==> src/rtl/cpu_pkg.sv <==
// ----------------------------------------------------------------------------
// cpu_pkg
// Shared definitions for the CPU clocking slice.
//   clk_state_t       : clock-controller FSM state (IDLE=0, RUN=1, STEP=2, HALT=3)
//   CLOCK_DIV_DEFAULT : system clocks per cpu_ce pulse in free-run
//   DEBOUNCE_DEFAULT  : stable samples needed before a debounced level changes
//   cnt_w()           : counter width able to hold 0..n-1 (minimum 1 bit)
// ----------------------------------------------------------------------------
package cpu_pkg;

    typedef enum logic [1:0] {
        CLK_IDLE = 2'd0,
        CLK_RUN  = 2'd1,
        CLK_STEP = 2'd2,
        CLK_HALT = 2'd3
    } clk_state_t;

    localparam int unsigned CLOCK_DIV_DEFAULT = 50_000_000;
    localparam int unsigned DEBOUNCE_DEFAULT  = 1_000_000;

    function automatic int unsigned cnt_w(input int unsigned n);
        return (n > 1) ? $clog2(n) : 1;
    endfunction

endpackage

==> src/rtl/btn_debounce.sv <==
// ----------------------------------------------------------------------------
// btn_debounce
// Two-flop synchroniser followed by a stability-count debouncer for a raw,
// bouncy push-button. The debounced level flips only after DEBOUNCE_CYCLES
// consecutive synchronised samples that differ from the current level.
// A raw rise first seen in cycle N and held gives rise_pulse in cycle
// N+2+DEBOUNCE_CYCLES.
//
// Parameters:
//   DEBOUNCE_CYCLES : consecutive stable samples required (>= 1)
// Ports:
//   clk        in  system clock
//   rst_n      in  asynchronous active-low reset
//   din        in  raw button input (asynchronous)
//   level      out debounced level
//   rise_pulse out one-cycle pulse, coincident with level's rising edge
// ----------------------------------------------------------------------------
module btn_debounce
    import cpu_pkg::*;
#(
    parameter int unsigned DEBOUNCE_CYCLES = DEBOUNCE_DEFAULT
) (
    input  logic clk,
    input  logic rst_n,
    input  logic din,
    output logic level,
    output logic rise_pulse
);

    localparam int unsigned CW = cnt_w(DEBOUNCE_CYCLES);

    logic [1:0]    sync_q;
    logic          din_s;
    logic [CW-1:0] cnt_q, cnt_d;
    logic          level_q, level_d;
    logic          rise_q, rise_d;

    assign din_s = sync_q[1];

    always_comb begin
        cnt_d   = '0;
        level_d = level_q;
        rise_d  = 1'b0;
        if (din_s != level_q) begin
            // This sample is the DEBOUNCE_CYCLES-th consecutive differing one.
            if (cnt_q == CW'(DEBOUNCE_CYCLES - 1)) begin
                level_d = din_s;
                rise_d  = din_s;
            end else begin
                cnt_d = cnt_q + CW'(1);
            end
        end
    end

    always_ff @(posedge clk or negedge rst_n) begin
        if (!rst_n) begin
            sync_q  <= '0;
            cnt_q   <= '0;
            level_q <= 1'b0;
            rise_q  <= 1'b0;
        end else begin
            sync_q  <= {sync_q[0], din};
            cnt_q   <= cnt_d;
            level_q <= level_d;
            rise_q  <= rise_d;
        end
    end

    assign level      = level_q;
    assign rise_pulse = rise_q;

endmodule

==> src/rtl/cpu_clk_ctrl.sv <==
// ----------------------------------------------------------------------------
// cpu_clk_ctrl
// Generates the single-cycle clock enable (cpu_ce) for every CPU register.
// Modes: free-run at clk/CLOCK_DIV, single-step from a debounced button,
// and sticky halt on the CPU HLT decode (left only through rst_n).
//
// Optional feature (macro CPU_CLK_CYCLE_COUNT_EN): adds the cycle_count
// output, a wrapping count of cpu_ce pulses cleared only by rst_n. Without
// the macro the port and the counter are absent and CNT_W is unused.
//
// Parameters:
//   CLOCK_DIV       : clocks per cpu_ce in RUN (>= 1; 1 = every cycle)
//   DEBOUNCE_CYCLES : step-button debounce length (>= 1)
//   CNT_W           : width of cycle_count
// Ports:
//   clk         in  system clock
//   rst_n       in  asynchronous active-low reset
//   run_en      in  run/start switch (async level)
//   mode_step   in  0 = free-run, 1 = single-step (async level)
//   step_btn    in  raw step push-button (async, bouncy)
//   hlt_sw      in  manual pause switch (async level)
//   hlt_in      in  CPU HLT decode, already synchronous to clk
//   cpu_ce      out one-cycle clock enable to the CPU
//   phase       out toggles on every cpu_ce (LED slow clock)
//   state       out FSM state (IDLE=0, RUN=1, STEP=2, HALT=3)
//   halted      out high while state == HALT
//   cycle_count out cpu_ce pulse count (only with CPU_CLK_CYCLE_COUNT_EN)
// ----------------------------------------------------------------------------
module cpu_clk_ctrl
    import cpu_pkg::*;
#(
    parameter int unsigned CLOCK_DIV       = CLOCK_DIV_DEFAULT,
    parameter int unsigned DEBOUNCE_CYCLES = DEBOUNCE_DEFAULT,
    parameter int unsigned CNT_W           = 16
) (
    input  logic             clk,
    input  logic             rst_n,
    input  logic             run_en,
    input  logic             mode_step,
    input  logic             step_btn,
    input  logic             hlt_sw,
    input  logic             hlt_in,
    output logic             cpu_ce,
    output logic             phase,
    output logic [1:0]       state,
    output logic             halted
`ifdef CPU_CLK_CYCLE_COUNT_EN
    ,
    output logic [CNT_W-1:0] cycle_count
`endif
);

    if (CLOCK_DIV < 1 || DEBOUNCE_CYCLES < 1 || CNT_W < 1) begin : g_bad_params
        $error("cpu_clk_ctrl: CLOCK_DIV, DEBOUNCE_CYCLES and CNT_W must be >= 1");
    end

    localparam int unsigned DW = cnt_w(CLOCK_DIV);

    // Synchronisers for the level inputs: bit 2 run_en, 1 mode_step, 0 hlt_sw.
    logic [2:0]    sync1_q, sync2_q;
    logic          run_en_s, mode_step_s, hlt_sw_s;

    logic          step_level, step_pulse;

    clk_state_t    state_q, state_d;
    logic [DW-1:0] div_q, div_d;
    logic          tick;
    logic          ce_q, ce_d;
    logic          phase_q, phase_d;
    logic          halted_q, halted_d;

    assign run_en_s    = sync2_q[2];
    assign mode_step_s = sync2_q[1];
    assign hlt_sw_s    = sync2_q[0];

    btn_debounce #(
        .DEBOUNCE_CYCLES(DEBOUNCE_CYCLES)
    ) u_step_db (
        .clk       (clk),
        .rst_n     (rst_n),
        .din       (step_btn),
        .level     (step_level),
        .rise_pulse(step_pulse)
    );

    assign tick = (div_q == DW'(CLOCK_DIV - 1));

    // Next-state logic, priority order as listed per state.
    always_comb begin
        state_d = state_q;
        unique case (state_q)
            CLK_IDLE: begin
                if (run_en_s) state_d = mode_step_s ? CLK_STEP : CLK_RUN;
            end
            CLK_RUN: begin
                if (hlt_in)           state_d = CLK_HALT;
                else if (!run_en_s)   state_d = CLK_IDLE;
                else if (mode_step_s) state_d = CLK_STEP;
            end
            CLK_STEP: begin
                if (hlt_in)            state_d = CLK_HALT;
                else if (!run_en_s)    state_d = CLK_IDLE;
                else if (!mode_step_s) state_d = CLK_RUN;
            end
            CLK_HALT: state_d = CLK_HALT;
            default:  state_d = CLK_IDLE;
        endcase
    end

    // Divider only advances while staying in RUN; any other state (and hence
    // every fresh entry into RUN) starts it from zero. hlt_sw freezes it.
    always_comb begin
        div_d = '0;
        if (state_q == CLK_RUN && state_d == CLK_RUN) begin
            if (hlt_sw_s)  div_d = div_q;
            else if (tick) div_d = '0;
            else           div_d = div_q + DW'(1);
        end
    end

    // A step pulse that lands while mode_step has already dropped is
    // discarded rather than issued on the way back into RUN.
    always_comb begin
        ce_d = 1'b0;
        if (!hlt_sw_s && !hlt_in) begin
            if (state_q == CLK_RUN && tick)
                ce_d = 1'b1;
            if (state_q == CLK_STEP && step_pulse && step_level && mode_step_s)
                ce_d = 1'b1;
        end
        phase_d  = phase_q ^ ce_d;
        halted_d = (state_d == CLK_HALT);
    end

    always_ff @(posedge clk or negedge rst_n) begin
        if (!rst_n) begin
            sync1_q  <= '0;
            sync2_q  <= '0;
            state_q  <= CLK_IDLE;
            div_q    <= '0;
            ce_q     <= 1'b0;
            phase_q  <= 1'b0;
            halted_q <= 1'b0;
        end else begin
            sync1_q  <= {run_en, mode_step, hlt_sw};
            sync2_q  <= sync1_q;
            state_q  <= state_d;
            div_q    <= div_d;
            ce_q     <= ce_d;
            phase_q  <= phase_d;
            halted_q <= halted_d;
        end
    end

    assign cpu_ce = ce_q;
    assign phase  = phase_q;
    assign state  = state_q;
    assign halted = halted_q;

`ifdef CPU_CLK_CYCLE_COUNT_EN
    logic [CNT_W-1:0] cyc_cnt_q, cyc_cnt_d;

    always_comb begin
        cyc_cnt_d = cyc_cnt_q + CNT_W'(ce_d);
    end

    always_ff @(posedge clk or negedge rst_n) begin
        if (!rst_n) cyc_cnt_q <= '0;
        else        cyc_cnt_q <= cyc_cnt_d;
    end

    assign cycle_count = cyc_cnt_q;
`endif

endmodule

==> config.mk <==
export PLATFORM = sky130hd
export DESIGN_NAME = cpu_clk_ctrl
export DESIGN_NICKNAME = d
export VERILOG_FILES = /design/src/rtl/cpu_pkg.sv /design/src/rtl/btn_debounce.sv /design/src/rtl/cpu_clk_ctrl.sv
export SDC_FILE = /design/constraint.sdc
export NUM_CORES = 1
export LEC_CHECK = 0
export BUFFER_PORTS_ARGS = -buffer_cell sky130_fd_sc_hd__buf_2
export CAP_MARGIN = 20
export CORE_MARGIN = 2
export CORE_UTILIZATION = 65
export CTS_CLUSTER_SIZE = 10
export DETAILED_ROUTE_END_ITERATION = 12
export GPL_ROUTABILITY_DRIVEN = 0
export PLACE_DENSITY = 0.89
export SYNTH_ARGS = -nofsm -noshare
export SYNTH_HDL_FRONTEND = slang
export SYNTH_SLANG_ARGS = --single-unit
==> constraint.sdc <==
create_clock -name clk -period 3.5 [get_ports clk]
set_input_delay 0.35 -clock clk [delete_from_list [all_inputs] [get_ports clk]]
set_output_delay 0.35 -clock clk [all_outputs]
set_load 0.02 [all_outputs]
==> results by group, run 1 <==
Run status
  • Status: finished clean

Finish
  • Register area: 0.00153 mm^2
  • Layout cells sized above 1: 12.7%
  • Filler cell count in the final layout: 303
  • Final Net Count: ~320
  • Area delta synth->final: 10.1%
  • N_diodes: 0
  • Final Non-Filler Cells: 367
  • Multi-input gate area: 0.00140 mm^2

Power
  • LEAKAGE: roughly 1.3 nW
  • Max VDD drop: around 0.00035 V
  • Final Power: between 1 and 1.5 mW
  • Pwr/cell area: 422 mW/mm^2

Synth
  • Gate Count Post-Synth: 294
  • YS warnings: 0
  • Mean post-synth cell area: 10.1 um^2
  • Main area contributors after synthesis: dfrtp_1, xor2_1, nor2_1
  • EDFF count, synth: 0
  • Ys async rst share: 100%
  • Syn Nets: 303
  • Yosys cell types: 47
  • Sequential share of the synthesized area: 51.5%
  • Netlist Area Pre-Place: 0.00296 mm^2
  • Main synth FF type: dfrtp_1
  • Synth area leader: dfrtp_1
  • #FFs+latches synth: 61
  • Yosys top cell area share: 51.5%

Timing
  • Clock skew: 9.52 ps
  • Relative slew slack: a little under two fifths
  • Max Freq: 450 MHz
  • Fin crit period: 2220 ps
  • Finish-stage setup viols: 0
  • Worst Tran Pin Value: 936 ps
  • Setup TNS: 0 ps
  • Final Slew Violations: 0
  • Final hold violation count: 0
  • Tcrit/Tclk final: 63.5%
  • RSZ-0062 raised after global routing: no

Worst setup path
  • Worst-path fanout max: 7
  • Data required time at the worst endpoint: 3720 ps
  • Critical Path Sink Type: flip-flop
  • Startpoint types: flip-flop
  • Kind of critical path: flip-flop to flip-flop
  • CP arrival: ~2400 ps

Global routing
  • Initial antenna violation count: 0
  • Global route overflow: 0
  • Vias in the first global route: 2,210
  • Largest net degree at the start of global routing: 34
  • First-pass GRT wire length: slightly above 10,000 um
  • GRT Util Overall: a little over a quarter

Place
  • Placed cells: 351
  • Port bufs: 11
  • HPWL Detailed: a little over 4000 um

Drt
  • Drt pass-1 iters: 4
  • Total wire length after detailed routing: between 5000 and 6000 um
  • Wirelength per Cell: 16.2 um
  • Post-route ant nets: 0
  • # DRC: 0
  • Via Count: 2,252
  • Vias per inst: 6.14
  • Drt initial violations: approximately 220

Worst hold path
  • Type of the worst min-delay path: input pin to async pin

Clocking
  • Root buffer cell: clkbuf_8
  • Inserted Clock Buffers: 9
  • Bufs on Longest Clock Path: 2
  • Latest clock arrival within the worst-skew pair: 340 ps
  • Post-CTS sizing: 0
  • Clock sink count: 61
  • Clock-pin slew on the worst setup and hold paths: 70 ps
  • H-tree depth: 3
  • Post-CTS Hold Fix Bufs: 0
  • CTS tree: yes
  • Post-CTS Repair Setup Buffers: 0

Die
  • Core ar.: 0.00438 mm^2
  • Die width: a little over 70 um
  • I/O pin count: 12
  • Die area: 0.00511 mm^2
  • Rows: 24
  • Initial Utilization: 67.6%
  • Die Ht: 71.5 um

Job
  • Max_cap viols: 0
-- placed cells by master (no fill, tap or decap), types with 2 or more instances in the layout --
| cell | instances |
|---|---|
| nand4_1 | 18 |
| o21ai_0 | 8 |
| nor4_4 | 2 |
| mux2i_1 | 3 |
| or3_1 | 2 |
| nor2_1 | 44 |
| xnor2_1 | 7 |
| a22oi_1 | 2 |
| a21o_1 | 2 |
| and2_1 | 2 |
| clkinv_2 | 2 |
| buf_2 | 11 |
| xor2_1 | 25 |
| or2_2 | 2 |
| clkbuf_8 | 10 |
| inv_1 | 2 |
| clkinvlp_4 | 3 |
| nor4_1 | 4 |
| nand4b_1 | 3 |
| and3_1 | 5 |
| or4_1 | 6 |
| nand2_1 | 25 |
| dfrtp_1 | 61 |
| nor3b_1 | 2 |
| nand3_1 | 21 |
| and4_1 | 3 |
| nor2b_1 | 3 |
| ha_1 | 2 |
| nor3_1 | 3 |
| a21oi_1 | 12 |
-- per-stage QoR --
step | hold WS [ps] | utilization (%) | setup WS, ps | cell area, um^2
3_5_place_dp | 340 | 69.8 | 1320 | 3060
3_3_place_gp | 332 | 69.8 | 1400 | 3060
4_1_cts | 63.7 | 74.4 | 1300 | 3260
5_1_grt | 93.8 | 74.4 | 1190 | 3260
6_report | 39.4 | 74.4 | 1280 | 3260
2_1_floorplan | 54.4 | - | 1570 | 2960
-- flip-flops by register name (all words and copies together), names as in the netlist --
register and count:
u_step_db.sync_q 2, state 2, cpu_ce 1, phase 1, u_step_db.level 1, u_step_db.cnt_q 20
div_q 26, sync2_q 3, halted 1, u_step_db.rise_pulse 1, sync1_q 3
-- cell type report --
cell class	instances	share of cell area, %
clock inverters	6	1.92
repair buffers	12	1.92
clock buffers	10	4.22
well taps	52	1.99
flip-flops and latches	61	46.8
inverters	2	0.230
multi-input cells	224	42.9
-- final timing paths --
path                            slack (ps)  cells past startpoint                 from                  end
min in group clk                       110                      1             step_btn  u_step_db.sync_q[0]
worst min-delay path                    40                      1                rst_n             div_q[1]
worst max register to register        1280                      5             div_q[2]            div_q[17]
worst max-delay path                  1280                      5             div_q[2]            div_q[17]
worst min register to register         350                      0  u_step_db.sync_q[0]  u_step_db.sync_q[1]
max in group asynchronous             2600                      2                rst_n  u_step_db.cnt_q[15]
-- cells by family (layout without fill, tap and decap cells) --
logic type	Yosys count	in the layout	share of synthesized area, %
fa+ha+maj	3	3	1.18
buf+inv	9	30	1.22
xor+xnor	32	32	9.46
mux	4	4	1.39
compound gates	30	30	6.17
simple gates	155	155	29.1
flops	61	61	51.5
-- power by group --
group / switching, mW / total, mW / internal (mW)
clock: 0.277 / 0.622 / 0.345
combinational: 0.0242 / 0.0329 / 0.00872
sequential: 0.00929 / 0.722 / 0.713
total: 0.310 / 1.38 / 1.07
-- cells in the mapped netlist (all sizes together), types with 3 or more instances --
cell and instances:
o21ai 9, clkbuf 4, nor2b 3, xnor2 7
nand4b 3, and4 3, nand3 22, dfrtp 61
nor3 4, nand4 18, nand2 26, xor2 25
nor2 44, buf 3, nor4 6, a21oi 13
or4 7, mux2i 3, and3 5
-- metal layers --
layer	GRT usage [%]	part of all wire, %	vias to the layer above
met5	0	0	-
met1	33.2	43	1112
met4	8.81	1.9	0
met2	43.0	51	58
met3	8.16	4.2	11
li1	-	-	1071
-- critical path, cell delays in order (launching register included) --
cell and delay [ps]:
dfrtp_1 430, nand4_1 330, nor3_1 870, nand4_1 220, xor2_1 200, nor2_1 50
No activity file was read; power rests on OpenSTA's default activity.
==> run 2: changes to the inputs <==
Settings changed: CORE_UTILIZATION 65 to 55, PLACE_DENSITY 0.89 to 0.81.
Clock period 3.5 ns to 1.9 ns, I/O delays scaled along.
==> run 2 against run 1 <==
Net effect: final cell count up 15%; worst hold slack gained 120 ps; routed wire length is 12% higher; global-route usage down 1.9 points; power increased by 86%; sequential share of layout area fell by 4.9 points; clock skew is essentially flat; sequential power rose by 84%; non-clock buffer count up 36; setup slack got worse by 1300 ps; critical path type unchanged; critical endpoint is now div_q[8].
==> results by group, run 2 (synthesis gave the netlist of run 1 again) <==
Run status
  • Status: finished clean

Die
  • Die area: 0.00599 mm^2 (+17%)
  • Initial Utilization: 57.6% (-9.9 points)
  • Rows: 26 (+8.3%)
  • I/O pin count: 12 (unchanged)
  • Die Ht: 77.4 um (+8.2%)
  • Die width: 77.4 um (+8.2%)
  • Core ar.: 0.00514 mm^2 (+17%)

Global routing
  • Vias in the first global route: 2,445 (+11%)
  • Initial antenna violation count: 0 (unchanged)
  • Global route overflow: 0 (unchanged)
  • Largest net degree at the start of global routing: 39 (+15%)
  • GRT Util Overall: 24.3% (-1.9 points)
  • First-pass GRT wire length: 11,300 um (+11%)

Worst setup path
  • Critical Path Sink Type: flip-flop
  • Reg2Reg Setup Slack: 10 ps (-1260 ps)
  • Startpoint types: flip-flop
  • Crit path from: div_q[1]
  • Worst-path fanout max: 8 (+1)
  • Data required time at the worst endpoint: 2150 ps (-1570 ps)
  • Reg-to-reg critical path startpoint: div_q[1]
  • Kind of critical path: flip-flop to flip-flop
  • CP arrival: 2140 ps (-300 ps)

Power
  • Pwr/cell area: 705 mW/mm^2 (+67%)
  • Cell-internal power: 1.99 mW (+86%)
  • Clock share of power: 44.8% (-0.4 points)
  • LEAKAGE: 1.53 nW (+16%)
  • Sequential power share: 51.8% (-0.7 points)
  • Final Power: 2.57 mW (+86%)
  • NetSw: 579 uW (+86%)
  • Max VDD drop: 0.000605 V (+72%)
  • Switching part of the total: 22.6% (about the same)
  • Comb power frac: 3.4% (+1.0 points)

Finish
  • Top Registers: div_q: 26 flops, u_step_db.cnt_q: 20 flops
  • Largest register FFs: 26 (unchanged)
  • Final instance area: 0.00364 mm^2 (+12%)
  • Most common library cell in the layout ignoring fill and taps: dfrtp_1
  • Highest-count cells in the layout ignoring fill and taps: dfrtp_1, nor2_1, buf_4
  • Final Net Count: 356 (+12%)
  • Layout cells sized above 1: 21.3% (+8.6 points)
  • N_diodes: 0 (unchanged)
  • Area delta synth->final: 22.9%
  • Final Non-Filler Cells: 422 (+15%)
  • Top reg by flops: div_q

Worst hold path
  • Hold Crit Start: hlt_in
  • Type of the worst min-delay path: input pin to flip-flop

Place
  • Placed cells: 395 (+13%)
  • Placed instance area: 0.00329 mm^2 (+7.5%)
  • HPWL Detailed: 4340 um (+5.5%)
  • Port bufs: 11 (unchanged)

Drt
  • Drt pass-1 iters: 4 (unchanged)
  • Drt initial violations: 176 (-19%)
  • # DRC: 0 (unchanged)
  • Total wire length after detailed routing: 6660 um (+12%)
  • Vias per inst: 5.80 (-5.4%)
  • Wirelength per Cell: 15.8 um (-2.4%)
  • Via Count: 2,449 (+8.7%)
  • Post-route ant nets: 0 (unchanged)

Timing
  • Fin crit period: 1890 ps (-336 ps)
  • Max Freq: 530 MHz (+18%)
  • Clock skew: 9.42 ps (-0.104 ps)
  • Worst Tran Pin Value: 586 ps (-350 ps)
  • Tcrit/Tclk final: 99.3% (+36 points)
  • Final Slew Violations: 0 (unchanged)
  • Relative slew slack: 60.9% (+24 points)
  • Finish-stage setup viols: 0 (unchanged)
  • Final hold violation count: 0 (unchanged)

Clocking
  • Root buffer cell: clkbuf_8
  • Clock-pin slew on the worst setup and hold paths: 70 ps (about the same)
  • H-tree depth: 3 (unchanged)
  • Inserted Clock Buffers: 9 (unchanged)
  • Bufs on Longest Clock Path: 2 (unchanged)
  • Clock sink count: 61 (unchanged)
  • CTS tree: yes
  • Latest clock arrival within the worst-skew pair: 350 ps (about the same)

Job
  • Max_cap viols: 0 (unchanged)
run 2: cell count changes in the layout (fill, tap and decap cells not counted), moves of 2 or more:
cell / change
buf_4: +29
clkinv_4: +2
clkinvlp_4: -2
dlygate4sd3_1: +5
run 2: layer usage:
| layer | up-vias | GRT usage, % | wire [um] |
|---|---|---|---|
| met1 | 1223 | 29.6 | 2760 |
| met3 | 6 | 8.95 | 306 |
| met4 | 0 | 7.32 | 43 |
| met5 | - | 0 | 0 |
| met2 | 61 | 40.6 | 3550 |
| li1 | 1159 | - | - |
run 2: repair_timing:
action                                  4_1_cts  5_1_grt
resized for setup                             1        9
setup buffers                                 0        5
gates cloned                                  0        1
endpoints found under the setup margin        3       34
pin swaps                                     1        9
endpoints found under the hold margin        27        0
hold buffers                                  5        0
run 2: final cells by class:
| cell class | instances | area (um^2) |
|---|---|---|
| Sequential cell | 61 | 1530 |
| Inverter | 2 | 7.51 |
| Clock buffer | 11 | 141 |
| Tap cell | 70 | 87.6 |
| Clock inverter | 5 | 60.1 |
| Multi-Input combinational cell | 225 | 1460 |
| Timing Repair Buffer | 48 | 362 |
| Fill cell | 383 | 1500 |
run 2: worst max-delay path, cell delays in order (launching register included):
cell and delay (ps):
dfrtp_1 420, ha_4 180, nand4b_1 150, nor4_4 60, buf_6 140, a21o_1 230
or4_1 490, o21ai_0 110
run 2: worst paths after layout:
path                                        to  depth (start not counted)
setup reg to reg                      div_q[8]                          7
min in group asynchronous             div_q[7]                          2
hold reg to reg            u_step_db.sync_q[1]                          0
setup / recovery                      div_q[8]                          7
max in group asynchronous           sync1_q[1]                          3
hold / removal                          cpu_ce                          3
run 2: stage by stage:
stage | hold WS, ps | setup slack, ps | setup TNS [ps] | utilization, %
floorplan | -106 | 40.2 | 0 | -
global placement | 210 | 82.9 | 0 | 64.0
detailed placement | 230 | 33.8 | 0 | 64.0
CTS | 152 | 10.2 | 0 | 69.0
global route | 156 | -24.4 | -24.4 | 70.8
finish | 159 | 13.3 | 0 | 70.8
run 2: power by group through the flow:
stage | Clock [mW] | Combinational (mW) | Sequential [mW]
floorplan | 0 | 0.0277 | 1.35
global placement | 0 | 0.0724 | 1.35
detailed placement | 0 | 0.0762 | 1.35
CTS | 1.17 | 0.0857 | 1.33
global route | 1.25 | 0.0999 | 1.33
finish | 1.15 | 0.0878 | 1.33
